**src/rtl/axis_stim_gen.sv**
```systemverilog
// AXI-Stream framed stimulus master: FRAME_LEN-beat frames with self-identifying payload, tdest rotating over NUM_CH.
// Optional tvalid throttling via a 16-bit LFSR when AXIS_STIM_THROTTLE_EN is defined.
module axis_stim_gen #(
    parameter int DATA_WIDTH = 32,
    parameter int NUM_CH     = 4,
    parameter int FRAME_LEN  = 256,
    parameter int GAP_CYCLES = 0
) (
    input  logic                    clk,
    input  logic                    rst,
    input  logic                    start,
    input  logic [15:0]             num_frames,
    input  logic                    stop,
    output logic                    busy,
    output logic                    done,
    output logic [DATA_WIDTH-1:0]   M_AXIS_tdata,
    output logic [3:0]              M_AXIS_tdest,
    output logic [DATA_WIDTH/8-1:0] M_AXIS_tkeep,
    output logic                    M_AXIS_tlast,
    input  logic                    M_AXIS_tready,
    output logic                    M_AXIS_tvalid
);

    localparam int         WORDS     = DATA_WIDTH / 32;
    localparam logic [15:0] LAST_BEAT = 16'(FRAME_LEN - 1);
    localparam logic [3:0]  LAST_CH   = 4'(NUM_CH - 1);
    localparam logic [7:0]  GAP_LOAD  = (GAP_CYCLES > 0) ? 8'(GAP_CYCLES - 1) : 8'd0;

    typedef enum logic [1:0] {IDLE, SEND, GAP} state_t;

    state_t                r_state;
    logic [15:0]           r_beat;
    logic [7:0]            r_frame;
    logic [3:0]            r_ch;
    logic [15:0]           r_frames_done;
    logic [15:0]           r_num_frames;
    logic [7:0]            r_gap;
    logic                  r_stop;
    logic                  r_busy;
    logic                  r_done;
    logic                  r_tvalid;
    logic                  r_tlast;
    logic [DATA_WIDTH-1:0] r_tdata;
    logic [3:0]            r_tdest;

    logic        w_hs;
    logic [15:0] w_beat_nxt;
    logic [7:0]  w_frame_nxt;
    logic [3:0]  w_ch_nxt;
    logic [15:0] w_frames_done_nxt;
    logic        w_run_end;
    logic        w_stop;
    logic        w_arm_now;
    logic        w_arm_next;

    function automatic logic [DATA_WIDTH-1:0] make_word(input logic [7:0] f, input logic [3:0] c,
                                                        input logic [7:0] b);
        return {WORDS{{8'hAA, f, 4'h0, c, b}}};
    endfunction

    assign w_hs              = r_tvalid & M_AXIS_tready;
    assign w_beat_nxt        = r_beat + 16'd1;
    assign w_frame_nxt       = r_frame + 8'd1;
    assign w_ch_nxt          = (r_ch == LAST_CH) ? 4'd0 : r_ch + 4'd1;
    assign w_frames_done_nxt = r_frames_done + 16'd1;
    assign w_run_end         = (r_num_frames != 16'd0) && (w_frames_done_nxt == r_num_frames);
    assign w_stop            = r_stop | stop;

`ifdef AXIS_STIM_THROTTLE_EN
    logic [15:0] r_lfsr;
    logic [15:0] w_lfsr_nxt;

    assign w_lfsr_nxt = {r_lfsr[14:0], r_lfsr[15] ^ r_lfsr[13] ^ r_lfsr[12] ^ r_lfsr[10]};
    // w_arm_now gates the first SEND cycle (LFSR frozen outside SEND); w_arm_next gates the following cycle.
    assign w_arm_now  = ~r_lfsr[0];
    assign w_arm_next = ~w_lfsr_nxt[0];

    always_ff @(posedge clk or posedge rst) begin
        if (rst) begin
            r_lfsr <= 16'hACE1;
        end else if (r_state == SEND) begin
            r_lfsr <= w_lfsr_nxt;
        end
    end
`else
    assign w_arm_now  = 1'b1;
    assign w_arm_next = 1'b1;
`endif

    always_ff @(posedge clk or posedge rst) begin
        if (rst) begin
            r_state       <= IDLE;
            r_beat        <= 16'd0;
            r_frame       <= 8'd0;
            r_ch          <= 4'd0;
            r_frames_done <= 16'd0;
            r_num_frames  <= 16'd0;
            r_gap         <= 8'd0;
            r_stop        <= 1'b0;
            r_busy        <= 1'b0;
            r_done        <= 1'b0;
            r_tvalid      <= 1'b0;
            r_tlast       <= 1'b0;
            r_tdata       <= '0;
            r_tdest       <= 4'd0;
        end else begin
            r_done <= 1'b0;
            case (r_state)
                IDLE: begin
                    r_stop <= 1'b0;
                    if (start) begin
                        r_num_frames  <= num_frames;
                        r_frames_done <= 16'd0;
                        r_frame       <= 8'd0;
                        r_ch          <= 4'd0;
                        r_beat        <= 16'd0;
                        r_tdata       <= make_word(8'd0, 4'd0, 8'd0);
                        r_tdest       <= 4'd0;
                        r_tlast       <= 1'b0;
                        r_tvalid      <= w_arm_now;
                        r_busy        <= 1'b1;
                        r_state       <= SEND;
                    end
                end
                SEND: begin
                    if (stop) r_stop <= 1'b1;
                    if (w_hs) begin
                        if (r_beat != LAST_BEAT) begin
                            r_beat   <= w_beat_nxt;
                            r_tdata  <= make_word(r_frame, r_ch, w_beat_nxt[7:0]);
                            r_tlast  <= (w_beat_nxt == LAST_BEAT);
                            r_tvalid <= w_arm_next;
                        end else begin
                            // Frame boundary: advance identity fields before choosing the next state.
                            r_frames_done <= w_frames_done_nxt;
                            r_frame       <= w_frame_nxt;
                            r_ch          <= w_ch_nxt;
                            r_beat        <= 16'd0;
                            r_tlast       <= 1'b0;
                            if (w_run_end || w_stop) begin
                                r_state  <= IDLE;
                                r_tvalid <= 1'b0;
                                r_busy   <= 1'b0;
                                r_done   <= 1'b1;
                                r_stop   <= 1'b0;
                            end else if (GAP_CYCLES > 0) begin
                                r_state  <= GAP;
                                r_gap    <= GAP_LOAD;
                                r_tvalid <= 1'b0;
                                r_tdata  <= make_word(w_frame_nxt, w_ch_nxt, 8'd0);
                                r_tdest  <= w_ch_nxt;
                            end else begin
                                r_tdata  <= make_word(w_frame_nxt, w_ch_nxt, 8'd0);
                                r_tdest  <= w_ch_nxt;
                                r_tvalid <= w_arm_next;
                            end
                        end
                    end else if (!r_tvalid) begin
                        r_tvalid <= w_arm_next;
                    end
                end
                GAP: begin
                    if (stop) r_stop <= 1'b1;
                    if (r_gap == 8'd0) begin
                        r_state  <= SEND;
                        r_tvalid <= w_arm_now;
                    end else begin
                        r_gap <= r_gap - 8'd1;
                    end
                end
                default: r_state <= IDLE;
            endcase
        end
    end

    assign busy          = r_busy;
    assign done          = r_done;
    assign M_AXIS_tdata  = r_tdata;
    assign M_AXIS_tdest  = r_tdest;
    assign M_AXIS_tkeep  = '1;
    assign M_AXIS_tlast  = r_tlast;
    assign M_AXIS_tvalid = r_tvalid;

endmodule
```
**config.mk**
```make
export PLATFORM = sky130hd
export DESIGN_NAME = axis_stim_gen
export DESIGN_NICKNAME = d
export VERILOG_FILES = /design/src/rtl/axis_stim_gen.sv
export SDC_FILE = /design/constraint.sdc
export NUM_CORES = 1
export LEC_CHECK = 0
export ABC_AREA = 1
export ABC_CLOCK_PERIOD_IN_PS = 4400
export CAP_MARGIN = 20
export CORE_UTILIZATION = 50
export CTS_CLUSTER_SIZE = 16
export DETAILED_ROUTE_END_ITERATION = 10
export DONT_BUFFER_PORTS = 1
export PLACE_DENSITY_LB_ADDON = 0.2
export SYNTH_ARGS = -nofsm -noshare
export SYNTH_HDL_FRONTEND = slang
export SYNTH_SLANG_ARGS = --single-unit
export TNS_END_PERCENT = 100
```
**constraint.sdc**
```tcl
create_clock -name clk -period 4.4 [get_ports clk]
set_input_delay 0.88 -clock clk [delete_from_list [all_inputs] [get_ports clk]]
set_output_delay 0.88 -clock clk [all_outputs]
set_load 0.02 [all_outputs]
```
==> metrics.md <==
| Metric | Value |
|---|---|
| Initial Utilization | `0.522` |
| GRT overflow | `0` |
| Critical Path Source Type | `register` |
| Post-CTS Hold Buffers | `0` |
| Final min period | `2.60 ns` |
| CTS tree | `yes` |
| Setup TNS | `0 ns` |
| N_diodes | `0` |
| Maxcap violations | `0` |
| Crit-path max FO | `23` |
| Fmax | `385 MHz` |
| Worst EP required | `4.64 ns` |
| Sequential share of power | `0.528` |
| Minimum hold slack | `0.386 ns` |
| First-pass GRT wire length | `17.2 mm` |
| Share of cells above drive strength 1 | `0.0793` |
| Post-synth EDFFs | `0` |
| Post-synth ARST share | `1.00` |
| Die H | `101 microns` |
| Register area share after synthesis | `0.460` |
| Actual slew at the worst max-slew pin | `0.955 ns` |
| RSZ-0062 raised after global routing | `false` |
| Max_slew headroom | `0.362` |
| CP top delay family | `simple AND/OR/NAND/NOR gates` |
| Core area | `0.00937 sq mm` |
| Die footprint | `0.0102 sq mm` |
| #FFs+latches synth | `90` |
| I/O pin cnt | `65` |
| CTS root buf | `clkbuf_8` |
| Layout Nets | `639` |
| Initial antenna violation count | `0` |
| Clock buffer depth | `2` |
| Switch share | `0.346` |
| Worst-path cell chain | `clkinv_1 -> nor2_1 -> nor2_2 -> buf_4 -> nand3_1 -> nor3_1 -> nand4_1 -> nor2_1 -> nand4_1 -> nand2_1` |
| Distinct cells, synth | `34` |
| Placement Rows | `35` |
| CP Launch Point | `busy$_DFFE_PP0P_` |
| Hold Vio Cnt, Final | `0` |
| Post-CTS Setup Bufs | `0` |
| Post-route cell area | `0.00513 sq mm` |
| H-tree Lvls | `3` |
| Total GRT Usage | `0.217` |
| Largest cells by area after synthesis | `dfrtp_1, nand2_1, nand3_1` |
| Worst Path Arrival | `2.84 ns` |
| Top-area cell type share of the netlist area | `0.460` |
| Drt initial violations | `136` |
| DRT antenna net count | `0` |
| Synth-to-Final Area Change | `4.81%` |
| Post-synth top cells | `nand2_1, dfrtp_1, inv_1` |
| Max-slew violations | `0` |
| Total number of vias | `3,872` |
| Maximum VDD drop | `0.168 mV` |
| Comb pwr share | `0.189` |
| Number of synthesis warnings | `0` |
| Post-synthesis cell area | `0.00489 sq mm` |
| Via/cell ratio | `5.18` |
| Synth Flop Type | `dfrtp_1` |
| DRC Markers | `0` |
| TritonRoute pass-1 iters | `6` |
| Min-Delay Path Class | `input pin to async pin` |
| CP Capture Type | `register` |
| Psw | `0.712 mW` |
| Port buffer count | `0` |
| Synthesized instance count | `617` |
| Syn avg cell area | `7.93 sq um` |
| Vias in the first global route | `3,804` |
| R2r startpoint | `busy$_DFFE_PP0P_` |
| Status | `finished clean` |
| Dpl cell area | `0.00493 sq mm` |
| Largest net degree at the start of global routing | `37` |
| HPWL after DPL | `7.60 mm` |
| Leakage | `2.57 nW` |
| CP max stage cell | `dfrtp_1` |
| Die width | `101 microns` |
| CP max stage delay | `0.65 ns` |
| Internal | `1.35 mW` |
| Critical path buffers and inverters | `2` |
| DR WL/cell | `13.8 microns` |
| Final setup fails | `0` |
| WS Path Type | `register to register` |
| Clk pin slew, worst setup/hold paths | `0.09 ns` |
| Placer's final routability congestion estimate | `0.845` |
| Post-Route WL | `10.3 mm` |
| Period utilization | `0.590` |
| Placed insts | `731` |
| Finished Layout Cells | `747` |
| Later-pin clock latency in the skew report | `0.35 ns` |
| Most frequent cell after synthesis | `nand2_1` |
| Post-cts resize count | `0` |
| Share of power burned in the clock network | `0.283` |
| Overall power | `2.06 mW` |
| Area leader, netlist | `dfrtp_1` |
| Power per cell area | `401 mW/mm^2` |
| CTS Sinks | `90` |
| CTS buffer count | `9` |
| Clock Skews | `0.0103 ns` |
flip-flops by register name (all words and copies together), names as in the netlist:
name	flops
r_frame	8
done	1
r_beat	16
r_stop	1
M_AXIS_tvalid	1
M_AXIS_tdest	4
r_ch	4
M_AXIS_tlast	1
r_frames_done	16
M_AXIS_tdata	21
r_num_frames	16
busy	1
layer usage:
metal / vias to the layer above / global-route usage / routed length [microns]
li1: 1965 / - / -
met4: 0 / 0.0758 / 102
met3: 8 / 0.0347 / 343
met5: - / 0 / 0
met1: 1831 / 0.279 / 4960
met2: 68 / 0.371 / 4890
stage by stage:
| stage | worst slack, ns | util |
|---|---|---|
| 2_1_floorplan | 1.18 | - |
| 3_3_place_gp | 1.69 | 0.526 |
| 3_5_place_dp | 1.64 | 0.526 |
| 4_1_cts | 1.79 | 0.547 |
| 5_1_grt | 1.47 | 0.547 |
| 6_report | 1.80 | 0.547 |
logic make-up after synthesis:
group	share of synthesized area
xor+xnor	0.0522
other cells	0.00153
buf+inv	0.100
flops	0.460
compound gates	0.0928
simple gates	0.278
fa+ha+maj	0.0128
mux	0.00230
cell type report:
| type | count | area, sq um |
|---|---|---|
| Sequential cell | 90 | 2250 |
| Multi-Input combinational cell | 429 | 2190 |
| Clock buffer | 9 | 124 |
| Tap cell | 129 | 161 |
| Inverter | 80 | 302 |
| Fill cell | 903 | 4240 |
| Timing Repair Buffer | 3 | 22.5 |
| Clock inverter | 7 | 77.6 |
worst paths after layout:
check	cells past startpoint	slack, ns	endpoint
max	10	1.80	M_AXIS_tlast$_DFFE_PP0P_
min	1	0.39	r_num_frames[0]$_DFFE_PP0P_
max reg2reg	10	1.80	M_AXIS_tlast$_DFFE_PP0P_
min reg2reg	2	0.54	r_stop$_DFF_PP0_
max in group asynchronous	2	3.22	r_frames_done[6]$_DFFE_PP0P_
min in group clk	2	0.54	r_stop$_DFF_PP0_
cell usage in the layout, fill, tap and decap left out, types with 5 or more instances in the layout:
master / count
a21oi_1: 17
nor2_1: 55
o21ai_0: 25
nand2_1: 138
dfrtp_1: 90
nor2_2: 6
o22ai_1: 32
inv_1: 75
xor2_1: 21
clkbuf_8: 9
nor3_1: 11
nand2_2: 14
nand4_1: 13
ha_1: 5
nand3_1: 61
conb_1: 12
power groups by stage:
stage | combinational, mW | sequential, mW | clock (mW)
after floorplan | 0.323 | 1.08 | 0
after global placement | 0.378 | 1.10 | 0
after detailed placement | 0.387 | 1.10 | 0
after CTS | 0.389 | 1.09 | 0.598
after global routing | 0.449 | 1.10 | 0.628
final | 0.389 | 1.09 | 0.583
worst register-to-register path: stages, from the launching register on:
cell      delay [ns]
dfrtp_1         0.65
clkinv_1        0.42
nor2_1          0.50
nor2_2          0.24
buf_4           0.28
nand3_1         0.09
nor3_1          0.05
nand4_1         0.09
nor2_1          0.04
nand4_1         0.07
nand2_1         0.05
Power figures use the tool's default switching activity.
